--- config.mk ---
export PLATFORM = sky130hd
export DESIGN_NAME = tdm_demux_4ch
export DESIGN_NICKNAME = d
export VERILOG_FILES = /design/src/rtl/tdm_demux_4ch.sv
export SDC_FILE = /design/constraint.sdc
export NUM_CORES = 1
export LEC_CHECK = 0
export BUFFER_PORTS_ARGS = -buffer_cell sky130_fd_sc_hd__buf_2
export CAP_MARGIN = 15
export CORE_ASPECT_RATIO = 1.2
export CORE_MARGIN = 4
export CORE_UTILIZATION = 40
export CTS_BUF_LIST = sky130_fd_sc_hd__clkbuf_8
export DETAILED_ROUTE_END_ITERATION = 7
export PLACE_DENSITY = 0.65
export REMOVE_ABC_BUFFERS = 1
export SETUP_SLACK_MARGIN = 0.2
export SLEW_MARGIN = 20
export SYNTH_ARGS = -nofsm -noshare
export SYNTH_HDL_FRONTEND = slang
export SYNTH_SLANG_ARGS = --single-unit
--- constraint.sdc ---
create_clock -name clk -period 1.75 [get_ports clk]
set_clock_uncertainty 0.05 [all_clocks]
set_input_delay 0.175 -clock clk [delete_from_list [all_inputs] [get_ports clk]]
set_output_delay 0.175 -clock clk [all_outputs]
set_load 0.02 [all_outputs]
--- src/rtl/tdm_demux_4ch.sv ---
// -----------------------------------------------------------------------------
// tdm_demux_4ch
//   Receive side of a 4-slot time-division link. Beats arrive one WIDTH-bit word
//   at a time; slot 0 of each frame is marked with frame_sync. The block hunts
//   for the first sync, then collects slots 0..2 in shadow registers.
//
//   On the slot-3 beat it copies all four words into ch0..ch3 on the same edge,
//   so a downstream reader never sees a half-updated frame. Any sync
//   irregularity produces a sync_err pulse:
//     - a missing sync drops back to hunting;
//     - an early sync restarts the frame.
//
// Ports
//   clk          rising-edge clock
//   rst_n        asynchronous active-low reset
//   din          slot data word
//   din_valid    din/frame_sync carry a beat this cycle
//   frame_sync   beat is slot 0 (ignored without din_valid)
//   ch0..ch3     last complete frame, slot k on chk
//   sel          one-hot of the slot the previous beat was stored as (0 if dropped)
//   frame_valid  one-cycle pulse when ch0..ch3 have just been refreshed
//   locked       receiver is aligned to the frame
//   sync_err     one-cycle pulse on an alignment violation
// -----------------------------------------------------------------------------
module tdm_demux_4ch #(
   parameter int WIDTH = 4
) (
   input  logic             clk,
   input  logic             rst_n,
   input  logic [WIDTH-1:0] din,
   input  logic             din_valid,
   input  logic             frame_sync,
   output logic [WIDTH-1:0] ch0,
   output logic [WIDTH-1:0] ch1,
   output logic [WIDTH-1:0] ch2,
   output logic [WIDTH-1:0] ch3,
   output logic [3:0]       sel,
   output logic             frame_valid,
   output logic             locked,
   output logic             sync_err
);

   typedef enum logic {
      HUNT   = 1'b0,
      LOCKED = 1'b1
   } state_t;

   state_t           state_q, state_d;
   logic [1:0]       slot_q, slot_d;
   logic [WIDTH-1:0] shadow0_q, shadow0_d;
   logic [WIDTH-1:0] shadow1_q, shadow1_d;
   logic [WIDTH-1:0] shadow2_q, shadow2_d;
   logic [WIDTH-1:0] ch0_q, ch0_d;
   logic [WIDTH-1:0] ch1_q, ch1_d;
   logic [WIDTH-1:0] ch2_q, ch2_d;
   logic [WIDTH-1:0] ch3_q, ch3_d;
   logic [3:0]       sel_q, sel_d;
   logic             frame_valid_q, frame_valid_d;
   logic             sync_err_q, sync_err_d;

   // Register bank; every output comes straight from a flop.
   always_ff @(posedge clk or negedge rst_n) begin
      if (!rst_n) begin
         state_q       <= HUNT;
         slot_q        <= 2'd0;
         shadow0_q     <= '0;
         shadow1_q     <= '0;
         shadow2_q     <= '0;
         ch0_q         <= '0;
         ch1_q         <= '0;
         ch2_q         <= '0;
         ch3_q         <= '0;
         sel_q         <= 4'b0000;
         frame_valid_q <= 1'b0;
         sync_err_q    <= 1'b0;
      end else begin
         state_q       <= state_d;
         slot_q        <= slot_d;
         shadow0_q     <= shadow0_d;
         shadow1_q     <= shadow1_d;
         shadow2_q     <= shadow2_d;
         ch0_q         <= ch0_d;
         ch1_q         <= ch1_d;
         ch2_q         <= ch2_d;
         ch3_q         <= ch3_d;
         sel_q         <= sel_d;
         frame_valid_q <= frame_valid_d;
         sync_err_q    <= sync_err_d;
      end
   end

   // Next-state logic. Pulses (sel, frame_valid, sync_err) default to 0, so
   // cycles without a beat clear them while everything else holds.
   always_comb begin
      state_d       = state_q;
      slot_d        = slot_q;
      shadow0_d     = shadow0_q;
      shadow1_d     = shadow1_q;
      shadow2_d     = shadow2_q;
      ch0_d         = ch0_q;
      ch1_d         = ch1_q;
      ch2_d         = ch2_q;
      ch3_d         = ch3_q;
      sel_d         = 4'b0000;
      frame_valid_d = 1'b0;
      sync_err_d    = 1'b0;

      if (din_valid) begin
         unique case (state_q)
            HUNT: begin
               // Beats without sync are silently discarded while hunting.
               if (frame_sync) begin
                  shadow0_d = din;
                  slot_d    = 2'd1;
                  state_d   = LOCKED;
                  sel_d     = 4'b0001;
               end
            end

            LOCKED: begin
               if (frame_sync) begin
                  // Sync is always taken as a fresh slot 0. Arriving mid-frame it
                  // abandons the partial frame and reports the misalignment.
                  sync_err_d = (slot_q != 2'd0);
                  shadow0_d  = din;
                  slot_d     = 2'd1;
                  sel_d      = 4'b0001;
               end else if (slot_q == 2'd0) begin
                  // Expected a sync here: alignment lost, start hunting again.
                  sync_err_d = 1'b1;
                  state_d    = HUNT;
                  slot_d     = 2'd0;
               end else begin
                  unique case (slot_q)
                     2'd1: begin
                        shadow1_d = din;
                        slot_d    = 2'd2;
                        sel_d     = 4'b0010;
                     end
                     2'd2: begin
                        shadow2_d = din;
                        slot_d    = 2'd3;
                        sel_d     = 4'b0100;
                     end
                     default: begin
                        // Last slot: publish the whole frame on one edge.
                        ch0_d         = shadow0_q;
                        ch1_d         = shadow1_q;
                        ch2_d         = shadow2_q;
                        ch3_d         = din;
                        slot_d        = 2'd0;
                        sel_d         = 4'b1000;
                        frame_valid_d = 1'b1;
                     end
                  endcase
               end
            end

            default: begin
               state_d = HUNT;
               slot_d  = 2'd0;
            end
         endcase
      end
   end

   assign ch0         = ch0_q;
   assign ch1         = ch1_q;
   assign ch2         = ch2_q;
   assign ch3         = ch3_q;
   assign sel         = sel_q;
   assign frame_valid = frame_valid_q;
   assign sync_err    = sync_err_q;
   assign locked      = (state_q == LOCKED);

endmodule

### After elaboration in Yosys (flattened, before gate mapping)

Index checks and enable logic that the tools add are counted.

* bits in registers: 37
* bits of input ports: 8
* output and inout port bits: 23
* word-level logic and storage cells: 52

* equal/unequal tests: 3
* mux-type cells: 25
* bitwise logic cells: 4
* reductions and logical operators: 8

Operators by type and width (number)
* 4-bit 2-to-1 mux: 4
* 4-bit case mux with 2 select lines: 2
* 5-bit AND reduction: 3
* 1-bit 2-to-1 mux: 13
* 2-bit case mux with 2 select lines: 2
* 2-bit 2-to-1 mux: 3
* 1-bit inverter: 4
* 2-bit AND reduction: 2
* 2-bit by 1-bit == test with 1-bit output (second input constant): 1
* 2-bit == test (second input constant): 1
* 2-bit zero test: 1
* 2-bit != test (second input constant): 1
* 1-bit case mux with 2 select lines: 1
* 2-bit nonzero test: 1
* 2-bit OR reduction: 1

### Depth between registers and ports, before layout

* depth in word-level cells: 7
* depth in mapped cells: 6
* gate-level depth less buffers: 6

### Least setup slack after synthesis

Ideal clock, no wire load.

* kind: reg-to-reg
* start point: register slot_q[1]
* end point: register shadow2_q[0]
* data arrival time: 1.363 ns
* data required time: 1.575 ns
* path slack: 0.213 ns
* cell stages (with the launch flop): 7
* path buffers: 0
* period minus slack after synthesis: 1.537 ns
* cell sequence: dfrtp_1 -> inv_1 -> ha_1 -> inv_1 -> ha_1 -> nand4_1 -> mux2_2

* longest elaborated chain between the ends: 3

Ends and longest elaborated chain
* start: declaration: RTL line 49 `logic [1:0] slot_q, slot_d;`
* start signal: assignment: RTL line 78 `slot_q <= slot_d;`
* 2-bit zero test: RTL line 128 `end else if (slot_q == 2'd0) begin`
* 1-bit inverter (no source line)
* 5-bit AND reduction (no source line) (*)
* end signal: assignment: RTL line 81 `shadow2_q <= shadow2_d;`
* end: declaration: RTL line 52 `logic [WIDTH-1:0] shadow2_q, shadow2_d;`

Every way passes the cells marked *; elsewhere a longest branch is shown, timed or not.
A chain may end at the register's enable or synchronous reset.

### Final worst setup path

* start point: register slot_q[0]
* end point: register shadow1_q[2]

* longest elaborated chain between the ends: 3

Ends and longest elaborated chain
* 2-bit zero test: RTL line 128
* 1-bit inverter (no source line)
* 5-bit AND reduction (no source line) (*)
* end signal: assignment: RTL line 80 `shadow1_q <= shadow1_d;`
* end: declaration: RTL line 51 `logic [WIDTH-1:0] shadow1_q, shadow1_d;`

Marks and branches as above.

==> results.json <==
{
  "clk_latency_ps": 280,
  "layout_common_cells": "dfrtp_1 (36), buf_2 (30), mux2_4 (15)",
  "yosysSeqAreaShare_pct": 59.3,
  "rsz0062_at_grt": "true",
  "tightest_slew_ps": 787,
  "seq_area_um2": 901,
  "met2_length_mm": 1.33,
  "hp-class": "in -> reg",
  "multi_input_area_um2": 603,
  "cap_violations": 0,
  "cp-startpoint": "slot_q[0]$_DFFE_PN0P_",
  "cts_tree": "built",
  "finalSetupTns_ps": 0,
  "status": "completed",
  "final_nets": 157,
  "ys_ff_latch": 36,
  "grt.total_usage_pct": 12.6,
  "grt_first_pass_wirelength_mm": 4.64,
  "fin_crit_sh_pct": 90.3,
  "htree_levels": 2,
  "cts_buffers": 5,
  "antenna_found_initial": 0,
  "maxUsedRoutingLayer": "met4",
  "arrival_ps": 1690,
  "grt_max_degree": 37,
  "gr-total-overflow": 0,
  "hold_viol": 0,
  "layoutNonFillerInstCount": 194,
  "synth_top_family_by_area": "multiplexers",
  "grt_pass1_vias": 972,
  "clk_pin_slew_ps": 70,
  "synth_cells": 97,
  "netlist_area_um2": 1520,
  "cellLeakagePower_nw": 1.02,
  "die-height_um": 75.5,
  "ys_warn_count": 0,
  "yosys.area_share.adder_pct": 5.77,
  "initial_core_util_pct": 41.8,
  "synthMuxAreaShare_pct": 23.0,
  "place_hpwl_mm": 1.80,
  "vias": 901,
  "die_w_um": 64.3,
  "design.core.area_um2": 3630,
  "p_per_area_nw_per_um2": 1570,
  "placed_cells": 175,
  "synthFlopType": "dfrtp_1",
  "cts_root_buf": "clkbuf_8",
  "maxSlewHeadroom_pct": 47.5,
  "cts.path.max_buffers": 2,
  "yosys.area_share.simple_pct": 5.19,
  "synth_cell_types": 20,
  "finalWirelength_mm": 2.73,
  "drtPass1Iterations": 3,
  "synth_compound_area_share_pct": 2.47,
  "dieArea_um2": 4850,
  "numPortBuffers": 30,
  "fmax_mhz": 633,
  "critPathKind": "reg -> reg",
  "clock_sinks": 36,
  "maxSlewViolCount": 0,
  "n_fill_cell": 308,
  "crit_path_end_kind": "flip-flop",
  "async_reset_ff_share_pct": 100,
  "setup_viol": 0,
  "row_count": 24,
  "r2r-start": "slot_q[0]$_DFFE_PN0P_",
  "via_per_inst": 4.64,
  "gp_congestion": 0.673,
  "p_total_mw": 3.04,
  "routedWlPerCell_um": 14.1,
  "drc": 0,
  "min_from": "din[1]",
  "synthToLayoutAreaGrowth_pct": 27.4,
  "wl_met1_mm": 1.22,
  "drive_gt1_share_pct": 59.2,
  "io-pin-count": 31,
  "postRouteAntennaNets": 0,
  "critPathRequiredTime_ps": 1860,
  "crit_path_max_fanout": 3,
  "met3WireLength_um": 149,
  "yosys.area_share.xor_xnor_pct": 0,
  "drt-initial-drc-count": 7,
  "postLayoutCoreUtil_pct": 53.3,
  "peakVddDrop_uv": 797,
  "syn_area_per_cell_um2": 15.7,
  "final_common_cell": "dfrtp_1",
  "antennaDiodeCount": 0,
  "critPathLaunchType": "flip-flop",
  "min_period_ps": 1580,
  "synth-edff-count": 0
}
==> cell type report <==
cell class / instances / share of cell area, %
multi-input combinational: 50 / 31.2
inverter: 6 / 1.16
sequential: 36 / 46.5
clock buffer: 5 / 3.56
timing repair buffer: 43 / 13.8
tap: 52 / 3.36
clock inverter: 2 / 0.452
==> per-stage QoR <==
step           cell area, µm²  hold WS [ps]  setup slack, ps
3_5_place_dp             1700           249             30.8
5_1_grt                  1940           122             88.1
2_1_floorplan            1480          -171              211
6_report                 1940           126              169
4_1_cts                  1920           120              200
3_3_place_gp             1700           243             67.1
==> metal layers <==
layer / vias up / track usage [%]
li1: 428 / -
met1: 445 / 15.0
met2: 22 / 21.8
met3: 6 / 4.28
met4: 0 / 4.23
met5: - / 0
==> worst max-delay path, cell delays in order (launching register included) <==
cell,delay [ps]
dfrtp_1,410
inv_2,70
ha_4,160
inv_2,60
ha_4,120
nand4_1,120
buf_4,190
mux2_4,290
==> what timing repair did <==
item | 4_1_cts | 5_1_grt
buffers inserted | 10 | 1
endpoints found under the hold margin | 36 | 0
hold buffers | 1 | 0
gates resized for setup | 12 | 3
setup endpoints to repair | 24 | 8
pin swaps | 1 | 1
==> Yosys cell counts, drive strengths merged (2+ instances only) <==
master / number / area (µm²)
buf: 5 / 42.5
dfrtp: 36 / 901
ha: 7 / 87.6
inv: 6 / 22.5
mux2: 28 / 349
nand2: 2 / 7.51
nand4: 2 / 12.5
nor3b: 2 / 15.0
==> kinds of logic after synthesis <==
group                      after synthesis
DFF                                     36
muxes                                   28
buffers and inverters                   11
and+or+nand+nor                         10
adders and majority gates                7
AOI/OAI and AO/OA                        5
==> sequential cells by signal, summed over array words and instances (netlist names), 2 cells and up <==
signal,flops
slot_q,2
ch2,4
ch0,4
shadow1_q,4
sel,3
shadow0_q,4
shadow2_q,4
ch1,4
ch3,4
==> power by group <==
group | switching, mW | leakage [nW] | total (mW) | internal, mW
clock network | 0.266 | 0.0452 | 0.531 | 0.264
logic | 0.568 | 0.530 | 1.20 | 0.634
registers | 0.170 | 0.450 | 1.30 | 1.13
==> path summary, 6_finish.rpt <==
| kind | end | slack, ps | cells past startpoint |
|---|---|---|---|
| setup / recovery | shadow1_q[2]$_DFFE_PN0P_ | 170 | 7 |
| min in group asynchronous | ch0[2]$_DFFE_PN0P_ | 470 | 2 |
| max in group asynchronous | shadow1_q[2]$_DFFE_PN0P_ | 680 | 2 |
| hold / removal | shadow1_q[1]$_DFFE_PN0P_ | 130 | 2 |
| setup reg to reg | shadow1_q[2]$_DFFE_PN0P_ | 170 | 7 |
| hold reg to reg | ch3[3]$_DFFE_PN0P_ | 450 | 1 |
Power figures use the tool's default switching activity.
